$ cat config.mk
export PLATFORM = sky130hd
export DESIGN_NAME = fft_reorder_sched
export DESIGN_NICKNAME = d
export VERILOG_FILES = /design/src/rtl/fft_reorder_sched.sv
export SDC_FILE = /design/constraint.sdc
export NUM_CORES = 1
export LEC_CHECK = 0
export CORE_ASPECT_RATIO = 1.5
export CORE_MARGIN = 2
export CORE_UTILIZATION = 35
export CTS_BUF_LIST = sky130_fd_sc_hd__clkbuf_2
export DETAILED_ROUTE_END_ITERATION = 8
export REMOVE_ABC_BUFFERS = 1
export SYNTH_ARGS = -nofsm -noshare
export SYNTH_HDL_FRONTEND = slang
export SYNTH_SLANG_ARGS = --single-unit
$ cat constraint.sdc
create_clock -name clk -period 3.36 [get_ports clk]
set_clock_uncertainty 0.1 [all_clocks]
set_input_delay 1.008 -clock clk [delete_from_list [all_inputs] [get_ports clk]]
set_output_delay 1.008 -clock clk [all_outputs]
set_load 0.02 [all_outputs]
$ cat src/rtl/fft_reorder_sched.sv
// Two-bank bit-reversal reorder scheduler for the 32-point MDC FFT output.
// Writes arrive in stage-5 pairs; each completed bank drains in bit-reversed order under valid/ready.
module fft_reorder_sched #(
    parameter int N     = 32,
    parameter int LOG2N = 5
) (
    input  logic             clk,
    input  logic             rst_n,
    input  logic             in_valid,
    output logic             in_ready,
    output logic             wr_en,
    output logic             wr_bank,
    output logic [LOG2N-1:0] wr_addr,
    output logic             rd_bank,
    output logic [LOG2N-1:0] rd_addr,
    output logic             out_valid,
    input  logic             out_ready,
    output logic             out_first,
    output logic             out_last,
    output logic             frame_done,
    output logic [1:0]       bank_full,
    output logic             overflow,
    input  logic             clear_err
);

    typedef enum logic [1:0] {EMPTY, FILLING, FULL, DRAINING} bank_state_e;

    localparam int               WC_W    = LOG2N - 1;
    localparam logic [WC_W-1:0]  WR_LAST = WC_W'(N / 2 - 1);
    localparam logic [LOG2N-1:0] RD_LAST = LOG2N'(N - 1);

    function automatic logic [LOG2N-1:0] bitrev(input logic [LOG2N-1:0] a);
        logic [LOG2N-1:0] r;
        for (int i = 0; i < LOG2N; i++) r[i] = a[LOG2N-1-i];
        return r;
    endfunction

    bank_state_e      state_q [2];
    bank_state_e      state_d [2];
    logic             wsel_q, wsel_d;
    logic             rsel_q, rsel_d;
    logic [WC_W-1:0]  wr_cnt_q, wr_cnt_d;
    logic [LOG2N-1:0] rd_cnt_q, rd_cnt_d;
    logic             frame_done_q, frame_done_d;
    logic             overflow_q, overflow_d;
    logic             rel_block;
    logic             rd_hs;

    // The bank released on the previous edge is still held off for one cycle.
    assign rel_block = frame_done_q && (wsel_q != rsel_q);
    assign in_ready  = (state_q[wsel_q] == FILLING) ||
                       ((state_q[wsel_q] == EMPTY) && !rel_block);
    assign wr_en     = in_valid && in_ready;
    assign wr_bank   = wsel_q;
    assign wr_addr   = {wr_cnt_q, 1'b0};

    assign out_valid  = (state_q[rsel_q] == DRAINING);
    assign rd_bank    = rsel_q;
    assign rd_addr    = bitrev(rd_cnt_q);
    assign out_first  = out_valid && (rd_cnt_q == '0);
    assign out_last   = out_valid && (rd_cnt_q == RD_LAST);
    assign rd_hs      = out_valid && out_ready;
    assign frame_done = frame_done_q;
    assign overflow   = overflow_q;
    assign bank_full[0] = (state_q[0] == FULL) || (state_q[0] == DRAINING);
    assign bank_full[1] = (state_q[1] == FULL) || (state_q[1] == DRAINING);

    always_comb begin
        state_d      = state_q;
        wsel_d       = wsel_q;
        rsel_d       = rsel_q;
        wr_cnt_d     = wr_cnt_q;
        rd_cnt_d     = rd_cnt_q;
        frame_done_d = 1'b0;
        overflow_d   = overflow_q;

        if (state_q[rsel_q] == FULL) state_d[rsel_q] = DRAINING;

        if (rd_hs) begin
            if (rd_cnt_q == RD_LAST) begin
                state_d[rsel_q] = EMPTY;
                rsel_d          = ~rsel_q;
                rd_cnt_d        = '0;
                frame_done_d    = 1'b1;
                // Hand over to an already-full bank on the same edge for gapless output.
                if (state_q[~rsel_q] == FULL) state_d[~rsel_q] = DRAINING;
            end else begin
                rd_cnt_d = rd_cnt_q + 1'b1;
            end
        end

        if (wr_en) begin
            if (wr_cnt_q == WR_LAST) begin
                state_d[wsel_q] = FULL;
                wr_cnt_d        = '0;
                wsel_d          = ~wsel_q;
            end else begin
                state_d[wsel_q] = FILLING;
                wr_cnt_d        = wr_cnt_q + 1'b1;
            end
        end

        if (in_valid && !in_ready) overflow_d = 1'b1;
        else if (clear_err)        overflow_d = 1'b0;
    end

    always_ff @(posedge clk or negedge rst_n) begin
        if (!rst_n) begin
            state_q[0]   <= EMPTY;
            state_q[1]   <= EMPTY;
            wsel_q       <= 1'b0;
            rsel_q       <= 1'b0;
            wr_cnt_q     <= '0;
            rd_cnt_q     <= '0;
            frame_done_q <= 1'b0;
            overflow_q   <= 1'b0;
        end else begin
            state_q      <= state_d;
            wsel_q       <= wsel_d;
            rsel_q       <= rsel_d;
            wr_cnt_q     <= wr_cnt_d;
            rd_cnt_q     <= rd_cnt_d;
            frame_done_q <= frame_done_d;
            overflow_q   <= overflow_d;
        end
    end

endmodule
==> insert_results.sql <==
INSERT INTO impl_metrics (metric_group, metric, value, unit) VALUES
('run_status', 'status', 'complete, no violations', ''),
('synthesis', 'number_of_flip_flops_and_latches_in_the_synthesized_netlist', '17', ''),
('clocking', 'cts-buffers-inserted', '3', ''),
('setup_path', 'crit_chain', 'and3_2, or2_2, and4b_1, clkdlybuf4s50_1', ''),
('clocking', 'cts_post_setup_buffers_inserted', '0', ''),
('detailed_routing', 'detail_route.vias_per_cell', '5.09', ''),
('finish', 'final_layout_size_suffix_gt1_frac', '0.203', ''),
('floorplanning', 'core_area', '2650', 'um2'),
('detailed_routing', 'detail_route.wl_per_cell', '13.2', 'um'),
('pwr', 'p_seq_frac', '0.342', ''),
('synthesis', 'synth_compound_gate_area_share', '0.178', ''),
('detailed_routing', 'remaining_drcs', '0', ''),
('placed_design', 'place.detailed.hpwl', '1.60', 'mm'),
('pwr', 'vdd_ir_drop_max', '0.496', 'mV'),
('floorplanning', 'floorplan.initialDensity', '0.363', ''),
('detailed_routing', 'route.vias.total', '814', ''),
('synthesis', 'synthSimpleGateAreaFrac', '0.221', ''),
('sta', 'slew_viol_final', '0', ''),
('finish', 'post_layout_nonfiller_instances', '160', ''),
('global_routing', 'gr-max-usage-layer', 'met2', ''),
('global_routing', 'met1_usage', '0.186', ''),
('global_routing', 'met3_usage', '0.0237', ''),
('finish', 'fill_cells', '282', ''),
('pwr', 'internal-power', '0.000699', 'W'),
('detailed_routing', 'final_antenna_violating_net_count', '0', ''),
('clocking', 'tritoncts', 'yes', ''),
('floorplanning', 'chipWidth', '46.8', 'um'),
('pwr', 'combinationalPowerShare', '0.582', ''),
('clocking', 'htree_num_levels', '1', ''),
('detailed_routing', 'detailed_route_iter0_violations', '9', ''),
('setup_path', 'worst-endpoint-required', '2.25', 'ns'),
('finish', 'design_area', '1300', 'um2'),
('synthesis', 'synth_area', '961', 'um2'),
('synthesis', 'ys_types', '43', ''),
('detailed_routing', 'routed_wl', '2.11', 'mm'),
('global_routing', 'grt_pass1_vias', '830', ''),
('clocking', 'insertion_delay', '0.29', 'ns'),
('detailed_routing', 'dr.pass1.iters', '4', ''),
('setup_path', 'timing.setup.critical_path_class', 'flop to primary output', ''),
('sta', 'rsz0062_at_grt', 'no', ''),
('global_routing', 'grt_util_all_layers', '0.157', ''),
('flow_run', 'max_cap_viol_count', '0', ''),
('sta', 'final-setup-viol-count', '0', ''),
('clocking', 'cts.sinks', '17', ''),
('synthesis', 'synth_xor_xnor_area_share', '0.00911', ''),
('setup_path', 'worst_setup_path_end_kind', 'primary output', ''),
('sta', 'slew_headroom', '0.482', ''),
('finish', 'n_antenna_cell', '0', ''),
('pwr', 'power.switching', '0.000545', 'W'),
('setup_path', 'ff2ff_path_depth', '6', ''),
('setup_path', 'critPathMaxFanout', '7', ''),
('setup_path', 'crit-reg2reg-launch', 'rd_cnt_q[0]$_DFFE_PN0N_', ''),
('global_routing', 'groute.layer.met2.usage', '0.274', ''),
('global_routing', 'grt_first_pass_wirelength', '3.63', 'mm'),
('global_routing', 'number_of_antenna_violations_at_the_first_check_in_global_routing', '0', ''),
('sta', 'postLayoutSetupSlackWorst', '0.137', 'ns'),
('floorplanning', 'chipHeight', '68.2', 'um'),
('clocking', 'clock-root-buffer', 'sky130_fd_sc_hd__clkbuf_2', ''),
('placed_design', 'placement.cell_area', '1270', 'um2'),
('synthesis', 'adder_and_majority_gate_portion_of_the_synthesized_area', '0.0521', ''),
('setup_path', 'r2r_slack', '1.36', 'ns'),
('sta', 'fmax', '0.310', 'GHz'),
('sta', 'final_period_minus_worst_setup_slack', '3.22', 'ns'),
('sta', 'least_margin_pin_slew', '0.774', 'ns'),
('synthesis', 'yosysWarnings', '0', ''),
('setup_path', 'setup.worst_path.start_class', 'flop', ''),
('pwr', 'switching_share', '0.438', ''),
('synthesis', 'ys_seq_area_frac', '0.443', ''),
('floorplanning', 'design.portCount', '26', ''),
('min_path', 'hp-start', 'overflow$_DFFE_PN0P_', ''),
('min_path', 'end_of_the_worst_hold_path', 'overflow$_DFFE_PN0P_', '');
## routing by layer
| metal | share of wire | vias to the layer above |
|---|---|---|
| met4 | 0.0080 | 0 |
| met5 | 0 | - |
| li1 | - | 399 |
| met2 | 0.51 | 25 |
| met3 | 0.046 | 2 |
| met1 | 0.44 | 388 |
## logic make-up (layout without fill, tap and decap cells)
kind of cell	after synthesis	in the layout
buf+inv	11	41
simple gates	35	35
fa+ha+maj	4	4
mux	4	4
compound gates	20	20
xor+xnor	1	1
other cells	1	1
flops	17	17
## state kept, by name, summed over array words and instances (netlist names)
name / count
rd_bank: 1
rd_cnt_q: 5
overflow: 1
wr_cnt_q: 4
frame_done: 1
state_q: 4
wr_bank: 1
## layout make-up
class,count,area (um2),share of cell area
Clock buffer,4,20.0,0.0154
Timing Repair Buffer,30,289,0.223
Sequential cell,17,425,0.328
Multi-Input combinational cell,65,490,0.378
Inverter,7,26.3,0.0203
Tap cell,37,46.3,0.0357
## cell usage after synthesis
master                      instances  share of area
sky130_fd_sc_hd__nand3_1            6          0.031
sky130_fd_sc_hd__buf_4              1         0.0078
sky130_fd_sc_hd__nor4b_1            1         0.0091
sky130_fd_sc_hd__dfrtp_1           17           0.44
sky130_fd_sc_hd__o21ai_0            1         0.0052
sky130_fd_sc_hd__nor2_2             1         0.0065
sky130_fd_sc_hd__nor3b_1            1         0.0078
sky130_fd_sc_hd__a21o_1             2          0.016
sky130_fd_sc_hd__a211oi_2           1          0.013
sky130_fd_sc_hd__o211ai_1           1         0.0078
sky130_fd_sc_hd__and4b_1            1          0.010
sky130_fd_sc_hd__a21boi_2           1          0.012
sky130_fd_sc_hd__inv_1              7          0.027
sky130_fd_sc_hd__a31o_1             1         0.0091
sky130_fd_sc_hd__nand2_1            4          0.016
sky130_fd_sc_hd__mux2i_1            1          0.010
sky130_fd_sc_hd__and3b_2            1          0.010
sky130_fd_sc_hd__o221ai_1           1         0.0091
sky130_fd_sc_hd__clkbuf_1           3          0.012
sky130_fd_sc_hd__o22ai_1            2          0.013
sky130_fd_sc_hd__conb_1             1         0.0039
sky130_fd_sc_hd__and3_1             2          0.013
sky130_fd_sc_hd__or4_1              1         0.0078
sky130_fd_sc_hd__nand2_4            1          0.012
sky130_fd_sc_hd__ha_1               4          0.052
sky130_fd_sc_hd__a22o_1             1         0.0091
sky130_fd_sc_hd__xor2_1             1         0.0091
sky130_fd_sc_hd__o21ai_2            1         0.0091
sky130_fd_sc_hd__a21oi_1            4          0.021
sky130_fd_sc_hd__a211o_1            1         0.0091
sky130_fd_sc_hd__and2_1             1         0.0065
sky130_fd_sc_hd__mux2_1             1          0.012
sky130_fd_sc_hd__nor3_1             1         0.0052
sky130_fd_sc_hd__nand3_2            1          0.010
sky130_fd_sc_hd__a21boi_0           1         0.0078
sky130_fd_sc_hd__a2bb2oi_2          1          0.016
sky130_fd_sc_hd__nand4_1            4          0.026
sky130_fd_sc_hd__or2_2              1         0.0065
sky130_fd_sc_hd__nor2_1             5          0.020
sky130_fd_sc_hd__mux2_2             2          0.023
sky130_fd_sc_hd__and3_2             1         0.0078
sky130_fd_sc_hd__a2111o_4           1          0.022
sky130_fd_sc_hd__nand3b_1           2          0.016
## how the worst max path moves through the flow
stage                           end  slack [ns]  cells past startpoint                 start
after floorplan               wr_en        0.58                      3              in_valid
after global placement        wr_en       -0.45                      5              in_valid
after detailed placement      wr_en       -0.44                      5              in_valid
after CTS                     wr_en        0.02                      5              in_valid
after global routing      out_first        0.03                      4   rd_bank$_DFFE_PN0P_
final                     out_first        0.14                      4  state_q[1]$_DFF_PN0_
## worst min-delay path, delay by kind of cell, from the launching register on
family          cells  cell delay [ns]
compound gates      1             0.07
buf+inv             1             0.05
flops               1             0.41
## through the flow
stage | utilization | hold WS (ns) | power, W | TNS (ns)
after floorplan | - | 0.506 | 0.000834 | 0
after global placement | 0.481 | 0.424 | 0.00115 | -0.449
after detailed placement | 0.481 | 0.444 | 0.00116 | -0.437
after CTS | 0.488 | 0.464 | 0.00126 | 0
after global routing | 0.490 | 0.497 | 0.00135 | 0
final | 0.490 | 0.450 | 0.00124 | 0
## power by group through the flow
stage / combinational, W / sequential, W / clock [W]
after floorplan: 0.000332 / 0.000502 / 0
after global placement: 0.000718 / 0.000427 / 0
after detailed placement: 0.000727 / 0.000430 / 0
after CTS: 0.000727 / 0.000427 / 0.000101
after global routing: 0.000797 / 0.000446 / 0.000108
final: 0.000724 / 0.000425 / 0.0000937
## cell usage in the layout, fill, tap and decap left out, types with 4 or more instances in the layout
cell	count
sky130_fd_sc_hd__nand3_1	6
sky130_fd_sc_hd__nor2_1	5
sky130_fd_sc_hd__dfrtp_1	17
sky130_fd_sc_hd__clkdlybuf4s50_1	22
sky130_fd_sc_hd__ha_1	4
sky130_fd_sc_hd__a21oi_1	4
sky130_fd_sc_hd__buf_4	6
sky130_fd_sc_hd__clkbuf_2	4
sky130_fd_sc_hd__nand2_1	4
sky130_fd_sc_hd__inv_1	6
sky130_fd_sc_hd__nand4_1	4
## repair_timing
item	CTS	global route
setup endpoints to repair	1	1
gates resized for setup	5	3
pin swaps	0	0
No activity file was read; power rests on OpenSTA's default activity.
